### config.mk
export PLATFORM = sky130hd
export DESIGN_NAME = mem_responder
export DESIGN_NICKNAME = d
export VERILOG_FILES = /design/src/rtl/mem_responder.sv
export SDC_FILE = /design/constraint.sdc
export NUM_CORES = 1
export LEC_CHECK = 0
export CORE_ASPECT_RATIO = 0.8
export CORE_MARGIN = 2
export CORE_UTILIZATION = 35
export DETAILED_ROUTE_END_ITERATION = 6
export PLACE_DENSITY_LB_ADDON = 0.12
export SLEW_MARGIN = 20
export SYNTH_ARGS = -nofsm -noshare
export SYNTH_HDL_FRONTEND = slang
export SYNTH_SLANG_ARGS = --single-unit
### constraint.sdc
create_clock -name clk -period 2.7 [get_ports clk]
set_input_delay 0.405 -clock clk [delete_from_list [all_inputs] [get_ports clk]]
set_output_delay 0.405 -clock clk [all_outputs]
set_load 0.02 [all_outputs]
### src/rtl/mem_responder.sv
// Memory-side responder for the 8-bit multicycle CPU: 32x8 unified RAM, boot loader,
// and a memory-mapped output FIFO with a status byte at IO_ADDR.
module mem_responder #(
  parameter logic [4:0]  IO_ADDR   = 5'd30,
  parameter int unsigned OUT_DEPTH = 4
) (
  input  logic       clk,
  input  logic       reset_n,
  input  logic       mem_read,
  input  logic       mem_write,
  input  logic [4:0] mem_addr,
  input  logic [7:0] mem_wdata,
  output logic [7:0] mem_rdata,
  input  logic       ld_valid,
  input  logic [7:0] ld_data,
  input  logic       ld_last,
  output logic       ld_ready,
  output logic       cpu_run,
  output logic       out_valid,
  output logic [7:0] out_data,
  input  logic       out_ready,
  output logic       out_overflow
);

  localparam int unsigned AW       = $clog2(OUT_DEPTH);
  localparam logic [AW:0] FULL_CNT = (AW+1)'(OUT_DEPTH);

  typedef enum logic {LOAD, RUN} state_t;

  state_t        state, state_nxt;
  logic [4:0]    ld_ptr;
  logic [7:0]    ram [32];
  logic [7:0]    fifo [OUT_DEPTH];
  logic [AW-1:0] wr_ptr, rd_ptr;
  logic [AW:0]   count;
  logic          ld_accept, io_hit, push_req, push, pop, full, empty;

  // Reads are combinational regardless of mem_read, so the enable is not needed.
  logic unused_mem_read;
  assign unused_mem_read = mem_read;

  always_comb begin
    ld_accept = (state == LOAD) && ld_valid;
    io_hit    = (mem_addr == IO_ADDR);
    empty     = (count == '0);
    full      = (count == FULL_CNT);
    pop       = !empty && out_ready;
    push_req  = (state == RUN) && mem_write && io_hit;
    // A full FIFO still accepts a push when the head leaves in the same cycle.
    push      = push_req && (!full || pop);
  end

  always_ff @(posedge clk or negedge reset_n) begin
    if (!reset_n) begin
      state   <= LOAD;
      cpu_run <= 1'b0;
      ld_ptr  <= '0;
    end else begin
      state   <= state_nxt;
      cpu_run <= (state_nxt == RUN);
      if (ld_accept) ld_ptr <= ld_ptr + 5'd1;
    end
  end

  always_comb begin
    state_nxt = state;
    if (ld_accept && (ld_last || ld_ptr == 5'd31)) state_nxt = RUN;
  end

  always_comb begin
    ld_ready  = (state == LOAD);
    mem_rdata = '0;
    if (state == RUN) begin
      if (io_hit) mem_rdata = {5'b0, out_overflow, full, empty};
      else        mem_rdata = ram[mem_addr];
    end
  end

  always_ff @(posedge clk) begin
    if (ld_accept)
      ram[ld_ptr] <= ld_data;
    else if ((state == RUN) && mem_write && !io_hit)
      ram[mem_addr] <= mem_wdata;
  end

  always_ff @(posedge clk) begin
    if (push) fifo[wr_ptr] <= mem_wdata;
  end

  always_ff @(posedge clk or negedge reset_n) begin
    if (!reset_n) begin
      wr_ptr       <= '0;
      rd_ptr       <= '0;
      count        <= '0;
      out_overflow <= 1'b0;
    end else begin
      if (push) wr_ptr <= wr_ptr + AW'(1);
      if (pop)  rd_ptr <= rd_ptr + AW'(1);
      case ({push, pop})
        2'b10:   count <= count + (AW+1)'(1);
        2'b01:   count <= count - (AW+1)'(1);
        default: count <= count;
      endcase
      if (push_req && full && !pop) out_overflow <= 1'b1;
    end
  end

  assign out_valid = !empty;
  assign out_data  = empty ? '0 : fifo[rd_ptr];

endmodule
==> reports/qor.csv, run 1 <==
stage;metric;value;unit
finish;post-route cell area;0.0155;mm^2
timing;setup TNS;0;ns
floorplanning;Initial Util;35.7;%
worst_setup_path;Worst Path Arrival;2.24;ns
synth;Adder-Cell Fraction of Synth Area;0.864;%
status;violated checks;DRC;
worst_setup_path;Reg2Reg Capture Point;ram[0][3];
worst_setup_path;Crit Path Class;reg -> out;
synth;Synth Cell Area;0.0125;mm^2
grt;antenna violations before repair;0;
synth;Synth area leader;edfxtp_1;
synth;Yosys top cell area share;69.4;%
timing;Worst Setup Slack, final;0.0508;ns
timing;maximum clock rate;377;MHz
synth;count leader, synth;edfxtp_1;
worst_setup_path;crit end category;primary output;
routing;routed vias/inst;5.06;
cts;Skew-Pair Late Insertion Delay;0.57;ns
synth;Seq/Total Area, Yosys;72.2;%
synth;XOR/XNOR share of the synthesized area;0.633;%
synth;FFs w/ async S/R, synth;4.64;%
status;status;complete, but fails checks;
cts;TritonCTS Buffers;31;
worst_setup_path;Critical path origin;ram[13][4];
timing;RSZ-0062 raised after global routing;yes;
power;NetSw;2.63;mW
cts;H-tree depth;1;
placement;Post-Place Worst Slack;-0.863;ns
job;max cap viols;0;
synth;main flop type after synthesis;edfxtp_1;
finish;fraction of layout cells with a size suffix above 1;33.5;%
placement;HPWL after DPL;20700;um
timing;endpoints failing hold;0;
synth;largest family of logic cells by synthesized area;multiplexers;
floorplanning;# rows;61;
power;total power;10.9;mW
floorplanning;chip width;215;um
routing;First-pass DRT Iterations;7;
timing;Final Critical Period;2.65;ns
timing;slew margin rel.;29.1;%
cts;CTS tree;done;
worst_setup_path;RR Startpoint;state;
routing;via count of the routed design;6675;
routing;Detail Route Antenna Nets;0;
floorplanning;core footprint;0.0349;mm^2
synth;Syn Nets;697;
power;VDD IR max;0.498;mV
power;Int Pwr;8.23;mW
power;PD cells;701;mW/mm^2
timing;Layout Skew;0.0108;ns
synth;Synth Area in Compound Gates;2.74;%
power;register share of total power;49.1;%
timing;Final period util;98.1;%
timing;Least-Margin Pin Slew;1.06;ns
synth;Commonest cells post-synth;288 x edfxtp_1, 59 x mux4_2, 44 x nand2_1;
synth;syn avg cell area;18.8;um^2
grt;largest net degree at the start of global routing;33;
power;Logic pwr share;13.5;%
worst_setup_path;Worst Setup Start Kind;flop;
synth;Distinct cells, synth;61;
routing;DR iter-0 viols;527;
cts;Clock transition at path regs;0.07;ns
timing;Final setup viols;0;
finish;# nets final;859;
cts;Root Driver;clkbuf_16;
worst_setup_path;Worst R2R Setup Slack;0.17;ns
finish;Area Growth Syn to Fin;24.3;%
routing;Total Wirelength;31400;um
grt;remaining global-route overflow;0;
grt;gr usage total;17.0;%
placement;GPL Wtd Cong;0.756;
cts;total clock sinks;302;
power;Pleak;5.26;nW
synth;Mapped Cells;661;
worst_setup_path;critical path peak fanout;1;
synth;register bit total from synthesis;302;
cts;deepest clock path buffer count;3;
worst_hold_path;Hold Crit Class;in -> async;
routing;Remaining DRCs;1;
power;switching share of power;24.2;%
grt;vias in the first global route;7152;
worst_setup_path;CP endpoint;mem_rdata[4];
synth;number of synthesized flops with an enable pin;288;
synth;mux cell area share after synthesis;15.2;%
routing;WL per Instance;23.8;um
synth;Synth Area in Simple Gates;5.97;%
placement;Placed Area;0.0144;mm^2
placement;I/O Buffers;46;
finish;Antenna Cells;0;
floorplanning;total die area;0.0371;mm^2
floorplanning;die height;173;um
floorplanning;I/O pin cnt;48;
synth;synth top area cells;edfxtp_1 69%, mux4_2 11%, dfrtp_1 2.8%;
worst_setup_path;Reg2Reg Depth;5;
worst_setup_path;Critical Path RT;2.30;ns
timing;Final Max Slew Viols;0;
grt;first-pass GRT wire length;46200;um
power;Clk pwr share;37.4;%
synth;Synthesis Warnings;0;
layout by cell type, fill, tap and decap left out, types with 7 or more instances in the layout:
cell	n
edfxtp_1	288
buf_4	98
mux4_2	60
nor2_1	43
nand2_1	41
clkbuf_16	31
clkdlybuf4s50_1	27
mux2_2	20
buf_12	20
and2_1	15
mux2i_1	14
dfrtp_1	14
nand3_1	10
inv_1	10
nor2b_1	9
clkinv_1	8
clkinvlp_4	8
dlygate4sd2_1	8
ha_1	7
buf_2	7
critical path, cell delays in order, from the launching register on:
cell and delay, ns:
edfxtp_1 0.37, mux4_2 0.49, mux2i_2 0.20, buf_4 0.20, a32oi_4 0.07, and3_4 0.21
buf_6 0.13
what timing repair did:
| action | CTS | global route |
|---|---|---|
| buffers inserted | 0 | 0 |
| setup endpoints to repair | 16 | 5 |
| pin swaps | 6 | 6 |
| resized for setup | 67 | 12 |
| hold buffers | 0 | 0 |
per-layer routing:
layer	GRT usage, %	vias to the layer above	share of wire, %
li1	-	2975	-
met1	23.8	3516	45
met2	27.8	141	48
met3	2.96	43	4.9
met4	3.79	0	1.8
met5	0	-	0
sequential cells by signal, indices dropped and copies added (netlist names):
register and flops:
ram 256, rd_ptr 2, ld_ptr 5, out_overflow 1
state 1, fifo 32, wr_ptr 2, count 3
metrics by stage:
stage	std cells	util (%)	hold WS, ns
global route	1319	44.4	0.298
finish	1319	44.4	0.262
detailed placement	1264	41.3	0.499
CTS	1321	44.2	0.267
global placement	1264	41.3	0.463
floorplan	661	-	0.109
kinds of logic (layout without fill, tap and decap cells):
kind of cell	Yosys count	count (layout)
flops	302	302
simple gates	150	150
fa+ha+maj	8	8
compound gates	43	43
buf+inv	47	233
xor+xnor	9	9
mux	102	102
worst min path at each step:
stage / startpoint / to / slack [ns] / depth (start not counted)
after floorplan: reset_n / count[0] / 0.11 / 0
after global placement: count[2] / count[2] / 0.46 / 1
after detailed placement: count[2] / count[2] / 0.50 / 1
after CTS: reset_n / out_overflow / 0.27 / 1
after global routing: reset_n / count[2] / 0.30 / 1
final: reset_n / count[2] / 0.26 / 1
power by group through the flow:
stage / logic (mW) / clock network, mW / registers, mW
final: 1.46 / 4.06 / 5.33
after detailed placement: 1.52 / 0 / 5.43
after floorplan: 0.847 / 0 / 5.39
after CTS: 1.47 / 4.18 / 5.33
after global placement: 1.48 / 0 / 5.42
after global routing: 1.57 / 4.37 / 5.34
final cells by class:
| cell class | count | area (um^2) |
|---|---|---|
| fill | 3062 | 19400 |
| sequential | 302 | 9000 |
| multi-input combinational | 312 | 3320 |
| timing repair buffer | 165 | 1570 |
| clock buffer | 36 | 795 |
| tap | 472 | 591 |
| clock inverter | 21 | 169 |
| inverter | 11 | 41.3 |
No activity file was read; power rests on OpenSTA's default activity.
==> run 2: changes to the inputs <==
Settings changed: CORE_UTILIZATION 35 to 55, SLEW_MARGIN 20 to 5.
==> run 2 against run 1 <==
  * The flow now finishes without violations
  * Flip-flop and latch count unchanged
  * Utilization increased by 23 points
  * Cell count decreased by 13%
  * Die area decreased by 36%
  * First-iteration DRC count increased by 34%
  * Clock-buffer cell count decreased by 4
  * Critical endpoint is now mem_rdata[2]
  * Highest routed layer unchanged
==> reports/qor.csv, run 2 (synthesis results as in run 1) <==
stage;metric;value;unit;change
finish;fraction of layout cells with a size suffix above 1;32.9;%;-0.67 points
finish;post-route cell area;0.0152;mm^2;-2.0%
timing;RSZ-0062 raised after global routing;yes;;
finish;fin cells;1153;;-13%
floorplanning;core footprint;0.0224;mm^2;-36%
worst_setup_path;RR Startpoint;state;;
worst_hold_path;Hold Crit Class;in -> async;;
routing;Top Metal Used;met4;;
worst_setup_path;crit end category;primary output;;
floorplanning;total die area;0.0239;mm^2;-36%
finish;largest registers;ram (256), fifo (32), ld_ptr (5);;
grt;gr usage total;24.2;%;+7.2 points
worst_setup_path;Worst Setup Start Kind;flop;;
timing;Worst Setup Slack, final;0.0395;ns;-0.0114 ns
timing;slew margin rel.;44.1;%;+15 points
finish;# nets final;860;;+0.12%
power;PD cells;708;mW/mm^2;+1.0%
grt;remaining global-route overflow;0;;unchanged
grt;antenna violations before repair;0;;unchanged
routing;First-pass DRT Iterations;5;;-2
grt;first-pass GRT wire length;42300;um;-8.6%
worst_setup_path;Worst Path Arrival;2.26;ns;+0.02 ns
routing;Total Wirelength;27700;um;-12%
cts;Clock transition at path regs;0.06;ns;about the same
power;total power;10.7;mW;-1.0%
routing;Detail Route Antenna Nets;0;;unchanged
routing;via count of the routed design;6832;;+2.4%
cts;total clock sinks;302;;unchanged
cts;postcts setup bufs;0;;unchanged
placement;GPL Wtd Cong;0.867;;+15%
timing;Final period util;98.5;%;+0.42 points
timing;endpoints failing hold;0;;unchanged
floorplanning;chip width;172;um;-20%
floorplanning;die height;139;um;-20%
finish;Layout Utilization;67.8;%;+23 points
placement;Post-Place Worst Slack;-0.427;ns;+0.436 ns
timing;maximum clock rate;376;MHz;-0.43%
cts;H-tree depth;1;;unchanged
power;VDD IR max;0.522;mV;+4.8%
routing;routed metal-1 wirelength;11700;um;-17%
floorplanning;I/O pin cnt;48;;unchanged
timing;Final setup viols;0;;unchanged
cts;TritonCTS Buffers;29;;-6.5%
job;max cap viols;0;;unchanged
grt;largest net degree at the start of global routing;33;;unchanged
cts;Root Driver;clkbuf_16;;
timing;hold slack final;0.257;ns;-0.00497 ns
cts;CTS tree;done;;
status;status;finished, final reports clean;;
routing;DR iter-0 viols;704;;+34%
routing;met3 WL;2190;um;+43%
cts;Skew-Pair Late Insertion Delay;0.54;ns;-0.03 ns
worst_setup_path;Reg2Reg Depth;5;;unchanged
worst_setup_path;Crit Path Class;reg -> out;;
routing;Remaining DRCs;0;;-1
finish;Area Growth Syn to Fin;21.8;%;
cts;cts hold-fix bufs;0;;unchanged
finish;Largest Register;ram;;
grt;vias in the first global route;6983;;-2.4%
routing;routed vias/inst;5.93;;+17%
placement;HPWL after DPL;18300;um;-12%
floorplanning;Initial Util;55.7;%;+20 points
power;Pleak;5.30;nW;+0.72%
worst_setup_path;critical path peak fanout;1;;unchanged
timing;Final Critical Period;2.66;ns;+0.0114 ns
worst_setup_path;Critical path origin;ram[0][2];;
floorplanning;# rows;49;;-20%
finish;leading cell type in the layout, fill and taps excluded;edfxtp_1;;
placement;I/O Buffers;46;;unchanged
timing;setup TNS;0;ns;unchanged
cts;deepest clock path buffer count;3;;unchanged
placement;Placed Area;0.0142;mm^2;-1.6%
timing;Least-Margin Pin Slew;0.836;ns;-0.223 ns
placement;placed cells;1099;;-13%
finish;Largest register FFs;256;;unchanged
finish;filler instances;1468;;-52%
timing;Final Max Slew Viols;0;;unchanged
worst_setup_path;Critical Path RT;2.30;ns;about the same
timing;Layout Skew;0.0100;ns;-0.000797 ns
finish;commonest cells after routing, fill and taps aside;288 x edfxtp_1, 102 x buf_4, 60 x mux4_2;;
routing;met2 WL post-DR;13000;um;-15%
routing;WL per Instance;24.0;um;+0.80%
## run 2: cell types whose count changed in the layout (fill, tap and decap cells not counted), sizes merged
cell,previous run,this run
buf,130,128
bufinv,2,3
clkdlybuf4s15,0,1
clkdlybuf4s50,27,25
clkinv,10,6
diode,0,1
dlygate4sd2,8,4
dlymetal6s2s,0,6
inv,12,15
## run 2: area by class of cell
type                            count  area [um^2]  area share, %
Clock inverter                     21          214           1.41
Timing Repair Buffer              168         1580           10.4
Sequential cell                   302         9000           59.3
Antenna cell                        1         2.50         0.0165
Tap cell                          306          383           2.52
Inverter                           11         41.3          0.272
Clock buffer                       32          737           4.86
Multi-Input combinational cell    312         3210           21.2
## run 2: final timing paths
check / endpoint / slack [ns]
min: rd_ptr[1] / 0.26
max in group asynchronous: count[1] / 2.03
max reg2reg: ram[0][4] / 0.31
min reg2reg: count[2] / 0.50
min in group clk: count[2] / 0.50
max: mem_rdata[2] / 0.04
## run 2: what timing repair did
item | CTS | global route
gates resized for setup | 40 | 14
pin swaps | 2 | 1
endpoints found under the setup margin | 16 | 44
## run 2: worst max-delay path, stage by stage, from the launching register on
cell	delay, ns
edfxtp_1	0.39
mux4_2	0.50
nor2b_1	0.17
a211oi_2	0.28
o2111ai_2	0.19
buf_2	0.21
## run 2: power breakdown
part	leakage, nW	internal, mW	switching [mW]	total, mW
clock	0.441	2.28	1.72	4.00
sequential	2.76	5.25	0.0848	5.34
combinational	2.09	0.679	0.726	1.41
## run 2: layer usage
layer	up-vias	global-route usage [%]
met4	0	7.16
li1	2977	-
met1	3517	36.0
met2	283	36.9
met3	55	4.85
met5	-	0
==> run 3: changes to the inputs <==
Settings changed: CELL_PAD_IN_SITES_DETAIL_PLACEMENT from default to 0, CELL_PAD_IN_SITES_GLOBAL_PLACEMENT from default to 2, CORE_UTILIZATION 55 to 47.
==> run 3 against run 2 <==
  * Wire length increased by 5.3%
  * Total power up 0.87%
  * Sequential power about the same
  * Critical path depth unchanged
  * Via count down 2.8%
  * Sequential share of layout area shrank 0.55 points
  * Non-clock buffer count stayed put
  * Worst hold slack improved by 0.0034 ns
  * Die area increased by 17%
  * Final area up 0.94%
  * Clock-buffer cell count is the same
  * Critical path type unchanged
  * Critical endpoint is now mem_rdata[1]
  * Highest routed layer unchanged
==> reports/qor.csv, run 3 (synthesis results as in run 1) <==
stage;metric;value;unit;change
finish;leading cell type in the layout, fill and taps excluded;edfxtp_1;;
routing;routed vias/inst;5.52;;-6.8%
timing;maximum clock rate;375;MHz;-0.10%
worst_setup_path;Reg2Reg Depth;11;;+6
worst_setup_path;Worst Path Arrival;2.26;ns;about the same
timing;Least-Margin Pin Slew;1.09;ns;+0.249 ns
routing;Detail Route Antenna Nets;0;;unchanged
worst_setup_path;crit-path cells;mux4_2, o22a_1, a211oi_2, a311oi_2, buf_6;;
timing;hold slack final;0.261;ns;+0.00343 ns
placement;I/O Buffers;46;;unchanged
worst_setup_path;Worst R2R Setup Slack;0.22;ns;-0.09 ns
worst_setup_path;Crit Path Class;reg -> out;;
floorplanning;I/O pin cnt;48;;unchanged
worst_setup_path;Critical Path RT;2.30;ns;about the same
finish;filler instances;1989;;+35%
grt;M2 GR Usage;34.6;%;-2.3 points
finish;# nets final;860;;unchanged
finish;Area Growth Syn to Fin;22.9;%;
routing;First-pass DRT Iterations;4;;-1
placement;HPWL after DPL;19600;um;+7.2%
worst_setup_path;Crit path depth;5;;unchanged
timing;Final Max Slew Viols;0;;unchanged
timing;slew margin rel.;27.4;%;-17 points
worst_setup_path;Critical path origin;ram[0][1];;
grt;gr usage total;21.7;%;-2.5 points
power;PD cells;708;mW/mm^2;about the same
timing;Final Critical Period;2.66;ns;+0.00272 ns
routing;Remaining DRCs;0;;unchanged
finish;multi-input combinational cell area;0.00328;mm^2;+2.0%
finish;fin cells;1203;;+4.3%
power;total power;10.8;mW;+0.87%
grt;met3 usage;2.68;%;-2.2 points
worst_setup_path;Worst Setup Start Kind;flop;;
routing;WL per Instance;24.3;um;+0.94%
cts;total clock sinks;302;;unchanged
finish;largest registers;ram (256), fifo (32), ld_ptr (5);;
timing;Layout Skew;0.0164;ns;+0.00640 ns
routing;via count of the routed design;6644;;-2.8%
floorplanning;core footprint;0.0262;mm^2;+17%
worst_setup_path;CP max stage delay;0.46;ns;-0.04 ns
finish;Largest register FFs;256;;unchanged
cts;cts hold-fix bufs;0;;unchanged
grt;remaining global-route overflow;0;;unchanged
worst_setup_path;Worst path slowest cell;mux4_2;;
worst_setup_path;Buf/Inv on CP;1;;unchanged
worst_setup_path;critical path peak fanout;1;;unchanged
timing;RSZ-0062 raised after global routing;yes;;
grt;largest net degree at the start of global routing;33;;unchanged
cts;H-tree depth;1;;unchanged
grt;antenna violations before repair;0;;unchanged
cts;Root Driver;clkbuf_16;;
finish;Largest Register;ram;;
floorplanning;Initial Util;47.6;%;-8.1 points
grt;most crowded layer after global routing;met2;;
cts;postcts setup bufs;0;;unchanged
worst_hold_path;Hold Crit Class;in -> async;;
placement;placed cells;1153;;+4.9%
routing;Total Wirelength;29200;um;+5.3%
floorplanning;chip width;186;um;+8.0%
worst_setup_path;Reg2Reg Capture Point;count[2];;
grt;vias in the first global route;6981;;-0.029%
cts;deepest clock path buffer count;3;;unchanged
routing;DR iter-0 viols;422;;-40%
finish;fraction of layout cells with a size suffix above 1;32.6;%;-0.24 points
worst_setup_path;crit end category;primary output;;
power;VDD IR max;0.537;mV;+2.9%
worst_setup_path;top cell family by delay on the critical path;compound AO/OA/AOI/OAI gates;;
cts;CTS tree;done;;
finish;commonest cells after routing, fill and taps aside;288 x edfxtp_1, 101 x buf_4, 61 x mux4_2;;
placement;GPL Wtd Cong;0.781;;-9.8%
power;Pleak;5.31;nW;+0.17%
grt;first-pass GRT wire length;43300;um;+2.5%
job;max cap viols;0;;unchanged
timing;endpoints failing hold;0;;unchanged
grt;M1 GR Usage;32.3;%;-3.7 points
floorplanning;die height;150;um;+7.9%
status;status;finished, final reports clean;;
cts;Skew-Pair Late Insertion Delay;0.56;ns;+0.02 ns
finish;Antenna Cells;0;;-1
cts;Clock transition at path regs;0.07;ns;about the same
floorplanning;total die area;0.0278;mm^2;+17%
worst_setup_path;CP endpoint;mem_rdata[1];;
timing;Final period util;98.6;%;+0.10 points
cts;TritonCTS Buffers;29;;unchanged
timing;Final setup viols;0;;unchanged
floorplanning;# rows;53;;+8.2%
worst_setup_path;RR Startpoint;count[0];;
finish;register area;0.00900;mm^2;unchanged
run 3: changes by cell type in the layout (fill, tap and decap cells not counted), moves of 2 or more:
cell	change
a31oi_2	-2
a31oi_4	+3
clkinvlp_4	-7
buf_6	+4
mux2i_2	-2
inv_6	-3
dlymetal6s2s_1	-3
clkinv_2	+5
clkinv_1	+4
mux2i_4	+2
dlygate4sd2_1	+2
clkbuf_2	-2
run 3: report_power, final:
| group | switching, mW | internal, mW | total, mW |
|---|---|---|---|
| Combinational | 0.750 | 0.701 | 1.45 |
| Sequential | 0.0741 | 5.26 | 5.33 |
| Clock | 1.71 | 2.35 | 4.06 |
run 3: per-layer routing:
layer,wire length (um),share of wire (%)
met1,13800,47
met2,13800,47
met3,980,3.4
met4,608,2.1
met5,0,0
run 3: worst min-delay path by stage:
| stage | from | endpoint | slack (ns) | depth (start not counted) |
|---|---|---|---|---|
| finish | reset_n | ld_ptr[1] | 0.26 | 1 |
| floorplan | reset_n | count[0] | 0.11 | 0 |
| CTS | reset_n | out_overflow | 0.26 | 1 |
| global route | reset_n | rd_ptr[1] | 0.30 | 1 |
| global placement | count[2] | count[2] | 0.46 | 1 |
| detailed placement | count[2] | count[2] | 0.48 | 1 |
run 3: area by class of cell:
cell class              count  area share (%)
multi-input cells         312            21.4
repair buffers            168            10.4
flip-flops and latches    302            58.8
inverters                  11           0.270
well taps                 357            2.92
clock inverters            21            1.40
clock buffers              32            4.81
run 3: worst reg2reg max path, cell delays in order (launching register included):
cell,delay [ns]
dfrtp_1,0.38
buf_4,0.15
nor3b_1,0.35
nor2b_1,0.37
nor3_4,0.08
inv_1,0.07
ha_1,0.16
inv_1,0.06
fa_1,0.37
xor2_1,0.15
nor2_1,0.13
xor2_1,0.16
run 3: metrics by stage:
stage | util [%] | setup WS [ns] | instance area [um^2] | setup TNS [ns]
global route | 58.5 | -0.0177 | 15300 | -0.0177
detailed placement | 54.5 | -0.425 | 14300 | -86.10
finish | 58.5 | 0.0367 | 15300 | 0
floorplan | - | 0.420 | 12500 | 0
global placement | 54.5 | -0.423 | 14300 | -76.18
CTS | 58.2 | -0.0653 | 15200 | -0.203
run 3: timing repair:
action                                  4_1_cts  5_1_grt
hold endpoints to repair                      0        0
pin swaps                                     5        5
endpoints found under the setup margin       16       11
gates cloned                                  0        0
gates resized for setup                      40       29
